===== src/rtl/rsa_pkg.sv =====
// Shared types for the RSA modular-exponentiation unit: sequencer states,
// Montgomery-multiplier operand selects and MonPro cycle cost.
package rsa_pkg;

    typedef enum logic [2:0] {
        IDLE, MBAR, XINIT, SQ, MUL, CONV, DONE, HOLD
    } state_e;

    typedef enum logic [2:0] {
        SEL_ONE, SEL_CONST, SEL_M, SEL_MB, SEL_X
    } opsel_e;

    // One dispatch cycle, one subtract cycle, one writeback cycle on top of WIDTH iterations
    localparam int MMM_EXTRA = 3;

    function automatic int monpro_cycles(int w);
        return w + MMM_EXTRA;
    endfunction

endpackage


===== src/rtl/mmm_unit.sv =====
// Bit-serial Montgomery multiplier: Z = A*B*2^-WIDTH mod P, LSB of A first.
// A start pulse always reloads, even mid-operation, so an abandoned run never leaks a done.
module mmm_unit #(
    parameter int WIDTH = 8
) (
    input  logic             clk,
    input  logic             rstb,
    input  logic             start,
    input  logic [WIDTH-1:0] A,
    input  logic [WIDTH-1:0] B,
    input  logic [WIDTH-1:0] P,
    output logic             done,
    output logic [WIDTH-1:0] Z
);
    localparam int CW = $clog2(WIDTH + 1);

    logic [WIDTH-1:0] a_sh, b_r, t_sub;
    logic [WIDTH+1:0] t, t_add, t_odd;
    logic [CW-1:0]    cnt;
    logic             busy;

    // T stays below 2P, so T + B + P fits in WIDTH+2 bits
    always_comb begin
        t_add = t + (a_sh[0] ? {2'b00, b_r} : '0);
        t_odd = t_add[0] ? t_add + {2'b00, P} : t_add;
        t_sub = WIDTH'((t >= {2'b00, P}) ? t - {2'b00, P} : t);
    end

    always_ff @(posedge clk or negedge rstb) begin
        if (!rstb) begin
            a_sh <= '0;
            b_r  <= '0;
            t    <= '0;
            cnt  <= '0;
            busy <= 1'b0;
            done <= 1'b0;
            Z    <= '0;
        end else begin
            done <= 1'b0;
            if (start) begin
                a_sh <= A;
                b_r  <= B;
                t    <= '0;
                cnt  <= '0;
                busy <= 1'b1;
            end else if (busy) begin
                if (cnt == CW'(WIDTH)) begin
                    Z    <= t_sub;
                    done <= 1'b1;
                    busy <= 1'b0;
                end else begin
                    t    <= t_odd >> 1;
                    a_sh <= a_sh >> 1;
                    cnt  <= cnt + 1'b1;
                end
            end
        end
    end

endmodule


===== src/rtl/rsa_unit.sv =====
// Modular exponentiation C = M^E mod P by left-to-right square-and-multiply,
// one Montgomery product per sequencer state.
module rsa_unit
    import rsa_pkg::*;
#(
    parameter int WIDTH = 8
) (
    input  logic             clk,
    input  logic             rstb,
    input  logic             en,
    input  logic [WIDTH-1:0] P,
    input  logic [WIDTH-1:0] E,
    input  logic [WIDTH-1:0] M,
    input  logic [WIDTH-1:0] Const,
    output logic             eoc,
    output logic [WIDTH-1:0] C
);
    localparam int IW = $clog2(WIDTH);

    state_e           state;
    logic [IW-1:0]    idx;
    logic [WIDTH-1:0] p_r, e_r, m_r, k_r, mb, x;
    logic [WIDTH-1:0] op_a, op_b, z;
    logic             start_r, mm_done, step_done;
    opsel_e           sel_a, sel_b;

    function automatic logic [WIDTH-1:0] pick(opsel_e s, logic [WIDTH-1:0] m_v,
                                              logic [WIDTH-1:0] k_v, logic [WIDTH-1:0] mb_v,
                                              logic [WIDTH-1:0] x_v);
        case (s)
            SEL_ONE:   return WIDTH'(1);
            SEL_CONST: return k_v;
            SEL_M:     return m_v;
            SEL_MB:    return mb_v;
            default:   return x_v;
        endcase
    endfunction

    always_comb begin
        sel_a = SEL_X;
        sel_b = SEL_X;
        case (state)
            MBAR:    begin sel_a = SEL_M;   sel_b = SEL_CONST; end
            XINIT:   begin sel_a = SEL_ONE; sel_b = SEL_CONST; end
            MUL:     begin sel_a = SEL_MB;  sel_b = SEL_X;     end
            CONV:    begin sel_a = SEL_X;   sel_b = SEL_ONE;   end
            default: ;
        endcase
        op_a = pick(sel_a, m_r, k_r, mb, x);
        op_b = pick(sel_b, m_r, k_r, mb, x);
    end

    // A done that lands while a fresh dispatch is pending belongs to an aborted run
    assign step_done = mm_done && !start_r;

    mmm_unit #(.WIDTH(WIDTH)) u_mmm (
        .clk   (clk),
        .rstb  (rstb),
        .start (start_r),
        .A     (op_a),
        .B     (op_b),
        .P     (p_r),
        .done  (mm_done),
        .Z     (z)
    );

    always_ff @(posedge clk or negedge rstb) begin
        if (!rstb) begin
            state   <= IDLE;
            idx     <= '0;
            p_r     <= '0;
            e_r     <= '0;
            m_r     <= '0;
            k_r     <= '0;
            mb      <= '0;
            x       <= '0;
            C       <= '0;
            eoc     <= 1'b0;
            start_r <= 1'b0;
        end else begin
            start_r <= 1'b0;
            eoc     <= 1'b0;
            case (state)
                IDLE: if (en) begin
                    p_r     <= P;
                    e_r     <= E;
                    m_r     <= M;
                    k_r     <= Const;
                    state   <= MBAR;
                    start_r <= 1'b1;
                end
                DONE: begin
                    C     <= x;
                    eoc   <= 1'b1;
                    state <= HOLD;
                end
                HOLD: if (!en) state <= IDLE;
                default: if (!en) begin
                    state <= IDLE;
                end else if (step_done) begin
                    start_r <= 1'b1;
                    case (state)
                        MBAR: begin
                            mb    <= z;
                            state <= XINIT;
                        end
                        XINIT: begin
                            x     <= z;
                            idx   <= IW'(WIDTH - 1);
                            state <= SQ;
                        end
                        SQ, MUL: begin
                            x <= z;
                            if (state == SQ && e_r[idx]) begin
                                state <= MUL;
                            end else if (idx == '0) begin
                                state <= CONV;
                            end else begin
                                idx   <= idx - 1'b1;
                                state <= SQ;
                            end
                        end
                        CONV: begin
                            x       <= z;
                            start_r <= 1'b0;
                            state   <= DONE;
                        end
                        default: ;
                    endcase
                end
            endcase
        end
    end

endmodule


===== config.mk =====
export PLATFORM = sky130hd
export DESIGN_NAME = rsa_unit
export DESIGN_NICKNAME = d
export VERILOG_FILES = /design/src/rtl/rsa_pkg.sv /design/src/rtl/mmm_unit.sv /design/src/rtl/rsa_unit.sv
export SDC_FILE = /design/constraint.sdc
export NUM_CORES = 1
export LEC_CHECK = 0
export ABC_AREA = 1
export CAP_MARGIN = 0
export CORE_MARGIN = 3
export CORE_UTILIZATION = 50
export DETAILED_ROUTE_END_ITERATION = 12
export GPL_TIMING_DRIVEN = 1
export HOLD_SLACK_MARGIN = 0.12
export PLACE_DENSITY = 0.74
export SLEW_MARGIN = 10
export SYNTH_ARGS = -nofsm -noshare
export SYNTH_HDL_FRONTEND = slang
export SYNTH_SLANG_ARGS = --single-unit
export TNS_END_PERCENT = 20

===== constraint.sdc =====
create_clock -name clk -period 2.94 [get_ports clk]
set_input_delay 0.588 -clock clk [delete_from_list [all_inputs] [get_ports clk]]
set_output_delay 0.588 -clock clk [all_outputs]
set_load 0.05 [all_outputs]

==> results of run 1 <==
[metrics by stage]
stage	hold WS (ns)	instance area, um2
final	0.278	6930
after CTS	0.292	6870
after detailed placement	0.463	6550
after floorplan	0.292	5930
after global routing	0.320	6930
after global placement	0.451	6550
[cells in the final DEF, fill, tap and decap left out, drive strengths merged]
master,netlist,routed
a21o,3,3
ha,29,29
inv,93,93
clkinv,4,6
xnor2,3,3
a21oi,46,46
clkdlybuf4s50,0,42
o21ai,47,47
dfrtp,103,103
nand3b,3,3
o211ai,6,6
o21bai,3,3
xor2,8,8
or2,2,2
nand3,54,54
bufinv,0,2
a21boi,2,2
o221ai,2,2
buf,9,13
clkinvlp,0,1
o22ai,3,3
nand4,12,12
and2,1,1
nor2,46,46
mux2,17,17
clkbuf,8,11
nand2,213,213
a31oi,2,2
nor3,4,4
a22oi,8,8
fa,3,3
[final cells by class]
type,count,share of cell area
multi-input cells,517,0.425
flip-flops and latches,103,0.372
repair buffers,55,0.0783
inverters,97,0.0525
clock buffers,11,0.0350
well taps,143,0.0258
clock inverters,5,0.0117
[worst max path at each step]
| stage | cells after the start | end | slack (ns) |
|---|---|---|---|
| floorplan | 24 | u_mmm.t[8] | 0.04 |
| global placement | 24 | u_mmm.t[8] | 0.13 |
| global route | 24 | u_mmm.t[8] | -0.11 |
| detailed placement | 24 | u_mmm.t[8] | 0.02 |
| finish | 20 | u_mmm.t[8] | 0.11 |
| CTS | 24 | u_mmm.t[8] | 0.006 |
[cell usage after synthesis (all sizes together)]
| cell type | n | area, um2 |
|---|---|---|
| clkbuf | 8 | 30.0 |
| a22oi | 8 | 60.1 |
| o21ai | 47 | 265 |
| a31oi | 2 | 12.5 |
| or2 | 2 | 12.5 |
| o22ai | 3 | 18.8 |
| nor2 | 46 | 221 |
| ha | 29 | 363 |
| clkinv | 4 | 15.0 |
| inv | 93 | 349 |
| nand3 | 54 | 290 |
| o221ai | 2 | 17.5 |
| nand2 | 213 | 810 |
| xnor2 | 3 | 26.3 |
| xor2 | 8 | 70.1 |
| a21boi | 2 | 15.0 |
| dfrtp | 103 | 2580 |
| and2 | 1 | 6.26 |
| nand3b | 3 | 22.5 |
| fa | 3 | 60.1 |
| nor3 | 4 | 25.0 |
| nand4 | 12 | 75.1 |
| buf | 9 | 60.1 |
| o21bai | 3 | 22.5 |
| a21o | 3 | 22.5 |
| o211ai | 6 | 45.0 |
| a21oi | 46 | 241 |
| mux2 | 17 | 191 |
[repair_timing]
item,CTS,global route
hold buffers,0,0
buffers inserted,0,2
endpoints found under the setup margin,0,6
resized for setup,0,13
[power by group]
group	leakage, nW	switching [mW]	internal (mW)
logic	2.09	2.64	1.58
registers	1.29	0.426	1.97
clock network	0.156	0.531	0.770
[cells by family after synthesis]
group | Yosys count | synth area share
mux | 17 | 0.0323
compound gates | 122 | 0.122
flops | 103 | 0.435
simple gates | 335 | 0.247
buf+inv | 114 | 0.0766
xor+xnor | 11 | 0.0163
fa+ha+maj | 32 | 0.0714
[routing by layer]
layer  routed length [um]  GRT usage
met1                 6480      0.315
met5                    0          0
met4                  248     0.0634
met3                  818     0.0411
met2                 7020      0.372
[flip-flops by register name, summed over array words and instances, names as in the netlist]
register / cells
u_mmm.t: 9
C: 8
e_r: 8
k_r: 8
m_r: 8
mb: 8
p_r: 8
u_mmm.Z: 8
u_mmm.a_sh: 8
u_mmm.b_r: 8
x: 8
u_mmm.cnt: 4
idx: 3
state: 3
eoc: 1
start_r: 1
u_mmm.busy: 1
u_mmm.done: 1
==> out/summary.txt, run 1 <==
Outcome: completed
Vias in the first global route: 5,103
Family with the most delay on the worst path: simple AND/OR/NAND/NOR gates
VDD IR max: 0.590 mV
FF/Latch Area: 2580 um2
Layout cell share with drive strength beyond 1: 0.109
Kind of critical path: register to register
Arr. time, crit path: 3.08 ns
Clk buf depth: 2
Register area share after synthesis: 0.435
Crit path buf inv count: 3
Placement Rows: 39
Avg Inst Size Synth: 8.07 um2
Die Y: 115 um
DR pass1 iterations: 5
Setup Total Neg Slack: 0 ns
Flops & latches, synth: 103
Fillers: 996
Number of DRC markers in iteration 0: 326
Clk_skew: 0.0104 ns
CP most frequent cell: nand2_1
Largest net degree at the start of global routing: 56
Post-Syn Nets: 801
Hold crit path type: primary input to async pin
Dpl cells: 913
Worst-Skew Late Latency: 0.35 ns
Max Clock Freq: 353 MHz
Final period util: 0.963
Wire length of the first global-routing pass: 24.1 mm
Chip Width: 115 um
Initial antenna violation count: 0
I/O pin cnt: 44
End of the worst register-to-register path: u_mmm.t[8]
Gr usage total: 0.228
Synth warn: 0
CTS sink cnt: 103
Crit path max fanout: 8
# DRC: 0
Layout Cells excl Fill: 931
Total congestion overflow: 0
Worst r2r path cells: 20
Crit path cell chain: buf_4, nand2_1, inv_1, ha_1, a21oi_1, nand2_2, buf_4, xor2_2, ha_1, nand2_1, nor2_1, nand2_1, nand2_1, nand2_1, nand2_1, nand3_1, nand2_1, nand2_1, nand2_1, nand2_1
Footprint of the multi-input gates: 2950 um2
Final Hold Fails: 0
Clk slew on worst S/H paths: 0.07 ns
Critical Path RT: 3.18 ns
Worst r2r src: u_mmm.a_sh[0]
Worst R2R Setup Slack: 0.11 ns
Root cell of the clock tree: clkbuf_16
Gpl congestion: 0.930
Initial Util: 0.515
Slew headroom: 0.561
Number of buffers created by CTS: 9
Synth cell types: 40
Placement Setup Slack: 0.0211 ns
Area Growth Syn to Fin: 17.0%
Crit. End Element: register
Critical path's slowest cell: dfrtp_1
DR vias: 5,098
Syn Inst Count: 734
Leakage: 3.53 nW
Detail Placement HPWL: 10.8 mm
Final setup violation count: 0
Die ar.: 13,200 um2
Vias per cell: 5.48
Largest stage delay on the critical path: 0.38 ns
CTS HTree Levels: 3
Post-Route Utilization: 0.602
Startpoint types: register
Unrepaired setup endpoints after global routing: yes
Post-DRT Antenna Nets: 0
Mean routed wirelength per cell: 15.6 um
CP Launch Point: u_mmm.a_sh[0]
Final wirelength: 14.6 mm
Port Buffer Count: 43
Final min period: 2.83 ns
N_diodes: 0
Pwr dens: 1140 nW/um2
Final Worst Setup Slack: 0.108 ns
Final #Nets: 850
Max Cap Viol: 0
Final max-slew violation count: 0
Worst slew pin tran: 0.658 ns
Synth Cell Area: 5930 um2
Overall power: 7.91 mW
CTS tree: done
Core box area: 11,500 um2
Note: power is estimated with default switching activity, not from simulation.
==> run 2: changes to the inputs <==
--- a/config.mk
+++ b/config.mk
@@ -13,7 +13,7 @@
 export GPL_TIMING_DRIVEN = 1
 export HOLD_SLACK_MARGIN = 0.12
 export PLACE_DENSITY = 0.74
-export SLEW_MARGIN = 10
+export SLEW_MARGIN = 20
 export SYNTH_ARGS = -nofsm -noshare
 export SYNTH_HDL_FRONTEND = slang
 export SYNTH_SLANG_ARGS = --single-unit
==> results of run 2 <==
Same layout as run 1: the final DEF is identical, and so are final timing and power.
==> run 3: changes to the inputs <==
--- a/config.mk
+++ b/config.mk
@@ -13,6 +13,7 @@
 export GPL_TIMING_DRIVEN = 1
 export HOLD_SLACK_MARGIN = 0.12
 export PLACE_DENSITY = 0.74
+export REMOVE_ABC_BUFFERS = 1
 export SLEW_MARGIN = 20
 export SYNTH_ARGS = -nofsm -noshare
 export SYNTH_HDL_FRONTEND = slang
==> out/summary.txt, run 3 (synthesis gave the netlist of run 1 again) <==
Outcome: completed
Gpl congestion: 0.917 (-1.4%)
Crit path max fanout: 5 (-3)
Final #Nets: 851 (+0.12%)
Max reg flops: 9 (unchanged)
Final wirelength: 14.6 mm (+0.15%)
Clk_skew: 0.00799 ns (-0.00239 ns)
Arr. time, crit path: 3.06 ns (-0.02 ns)
N_diodes: 0 (unchanged)
Finished Cell Area: 6990 um2 (+0.87%)
Switching share of power: 0.454 (about the same)
Gr usage total: 0.232 (+0.00412)
Hold Slack: 0.206 ns (-0.0713 ns)
Met1 Use GR: 0.317 (+0.00166)
Largest net degree at the start of global routing: 45 (-20%)
Total congestion overflow: 0 (unchanged)
Placement Setup Slack: 0.0415 ns (+0.0204 ns)
Critical Path RT: 3.17 ns (about the same)
Max Clock Freq: 354 MHz (+0.28%)
Worst slew pin tran: 0.765 ns (+0.106 ns)
DR pass1 iterations: 5 (unchanged)
Internal power: 4.35 mW (+0.75%)
Core box area: 11,500 um2 (unchanged)
Mean routed wirelength per cell: 15.7 um (+0.26%)
CTS sink cnt: 103 (unchanged)
Final period util: 0.961 (-0.00268)
Detail Placement HPWL: 10.8 mm (-0.44%)
Placement Rows: 39 (unchanged)
Cts hold-fix bufs: 0 (unchanged)
Final setup violation count: 0 (unchanged)
Final min period: 2.82 ns (-0.00789 ns)
Die Y: 115 um (unchanged)
Logic pwr share: 0.536 (+0.003)
Final max-slew violation count: 0 (unchanged)
Startpoint types: register
Final Hold Fails: 0 (unchanged)
Post-DRT Antenna Nets: 0 (unchanged)
Final Worst Setup Slack: 0.116 ns (+0.00789 ns)
Worst r2r path cells: 24 (+20%)
Kind of critical path: register to register
Max Cap Viol: 0 (unchanged)
Largest Register: u_mmm.t
VDD IR max: 0.779 mV (+32%)
Placed inst area: 6540 um2 (about the same)
Net Sw Power: 3.63 mW (+0.90%)
Worst-Skew Late Latency: 0.35 ns (about the same)
Met2 Use GR: 0.380 (+0.00810)
Vias in the first global route: 5,213 (+2.2%)
Chip Width: 115 um (unchanged)
Crit. End Element: register
Slew headroom: 0.488 (-0.0728)
Initial Util: 0.515 (unchanged)
Number of DRC markers in iteration 0: 332 (+1.8%)
Most common cell after layout, fill and taps aside: nand2_1
CTS HTree Levels: 3 (unchanged)
GRT met3 Usage: 0.0511 (+0.0100)
Clk slew on worst S/H paths: 0.07 ns (about the same)
Layout cell share with drive strength beyond 1: 0.122 (+0.0128)
Die ar.: 13,200 um2 (unchanged)
Global route hottest layer: met2
Clock share of power: 0.160 (-0.004)
Root cell of the clock tree: clkbuf_16
Clk buf depth: 2 (unchanged)
Commonest non-fill, non-tap cells in the layout: 205 x nand2_1, 103 x dfrtp_1, 87 x inv_1
Port Buffer Count: 43 (unchanged)
Hold crit path type: primary input to async pin
Leakage: 3.52 nW (-0.21%)
Initial antenna violation count: 0 (unchanged)
Seq pwr share: 0.304 (+0.002)
Number of buffers created by CTS: 9 (unchanged)
Wire length of the first global-routing pass: 24.4 mm (+1.3%)
DR vias: 5,102 (+0.078%)
Area Growth Syn to Fin: 18.0%
I/O pin cnt: 44 (unchanged)
# DRC: 0 (unchanged)
Pwr dens: 1140 nW/um2 (about the same)
CTS tree: done
Vias per cell: 5.49 (+0.19%)
Unrepaired setup endpoints after global routing: yes
-- run 3: final timing paths --
path | startpoint | end | slack, ns
min | rstb | p_r[6] | 0.21
max | u_mmm.b_r[0] | u_mmm.t[8] | 0.12
min reg2reg | u_mmm.cnt[3] | u_mmm.cnt[3] | 0.47
min in group clk | u_mmm.cnt[3] | u_mmm.cnt[3] | 0.47
max in group asynchronous | rstb | C[0] | 2.02
max reg2reg | u_mmm.b_r[0] | u_mmm.t[8] | 0.12
-- run 3: layer usage --
metal,routed length (um),part of all wire
met1,6610,0.45
met2,7130,0.49
met3,716,0.049
met4,137,0.0094
met5,0,0
-- run 3: final cells by class --
type                            count  area, um2
Fill cell                         970       4520
Timing Repair Buffer               56        538
Sequential cell                   103       2580
Tap cell                          143        179
Multi-Input combinational cell    517       3020
Clock inverter                      3       68.8
Clock buffer                       11        243
Inverter                           97        367
-- run 3: repair_timing --
item                       in CTS  in global routing
resized for setup               0                 30
setup endpoints to repair       0                  6
buffers inserted                0                  2
-- run 3: metrics by stage --
stage / instances / util / total power [mW] / setup TNS, ns
floorplan: 717 / - / 5.30 / 0
global placement: 914 / 0.568 / 6.33 / 0
detailed placement: 914 / 0.568 / 6.47 / 0
CTS: 928 / 0.595 / 7.77 / 0
global route: 930 / 0.607 / 8.65 / -0.175
finish: 930 / 0.607 / 7.98 / 0
-- run 3: power by group through the flow --
stage                     sequential [mW]  combinational, mW  clock (mW)
after global routing                 2.49               4.81        1.36
after detailed placement             2.42               4.05           0
final                                2.42               4.28        1.27
after global placement               2.40               3.93           0
after CTS                            2.40               4.07        1.30
after floorplan                      2.38               2.92           0
-- run 3: worst max-delay path: stages (launching register included) --
cell      delay (ns)
dfrtp_1         0.36
nand2_1         0.05
inv_1           0.05
ha_2            0.18
inv_2           0.05
fa_2            0.38
inv_2           0.07
nand3_2         0.10
nand2_4         0.11
inv_4           0.04
o21bai_4        0.14
or2_4           0.15
nand2_4         0.05
ha_4            0.28
nand2_2         0.06
nor2_2          0.10
nand2_1         0.07
nand2_1         0.06
nand2_1         0.06
nand2_1         0.08
nand3_1         0.06
nand2_1         0.07
nand2_1         0.04
nand2_1         0.05
nand2_1         0.05
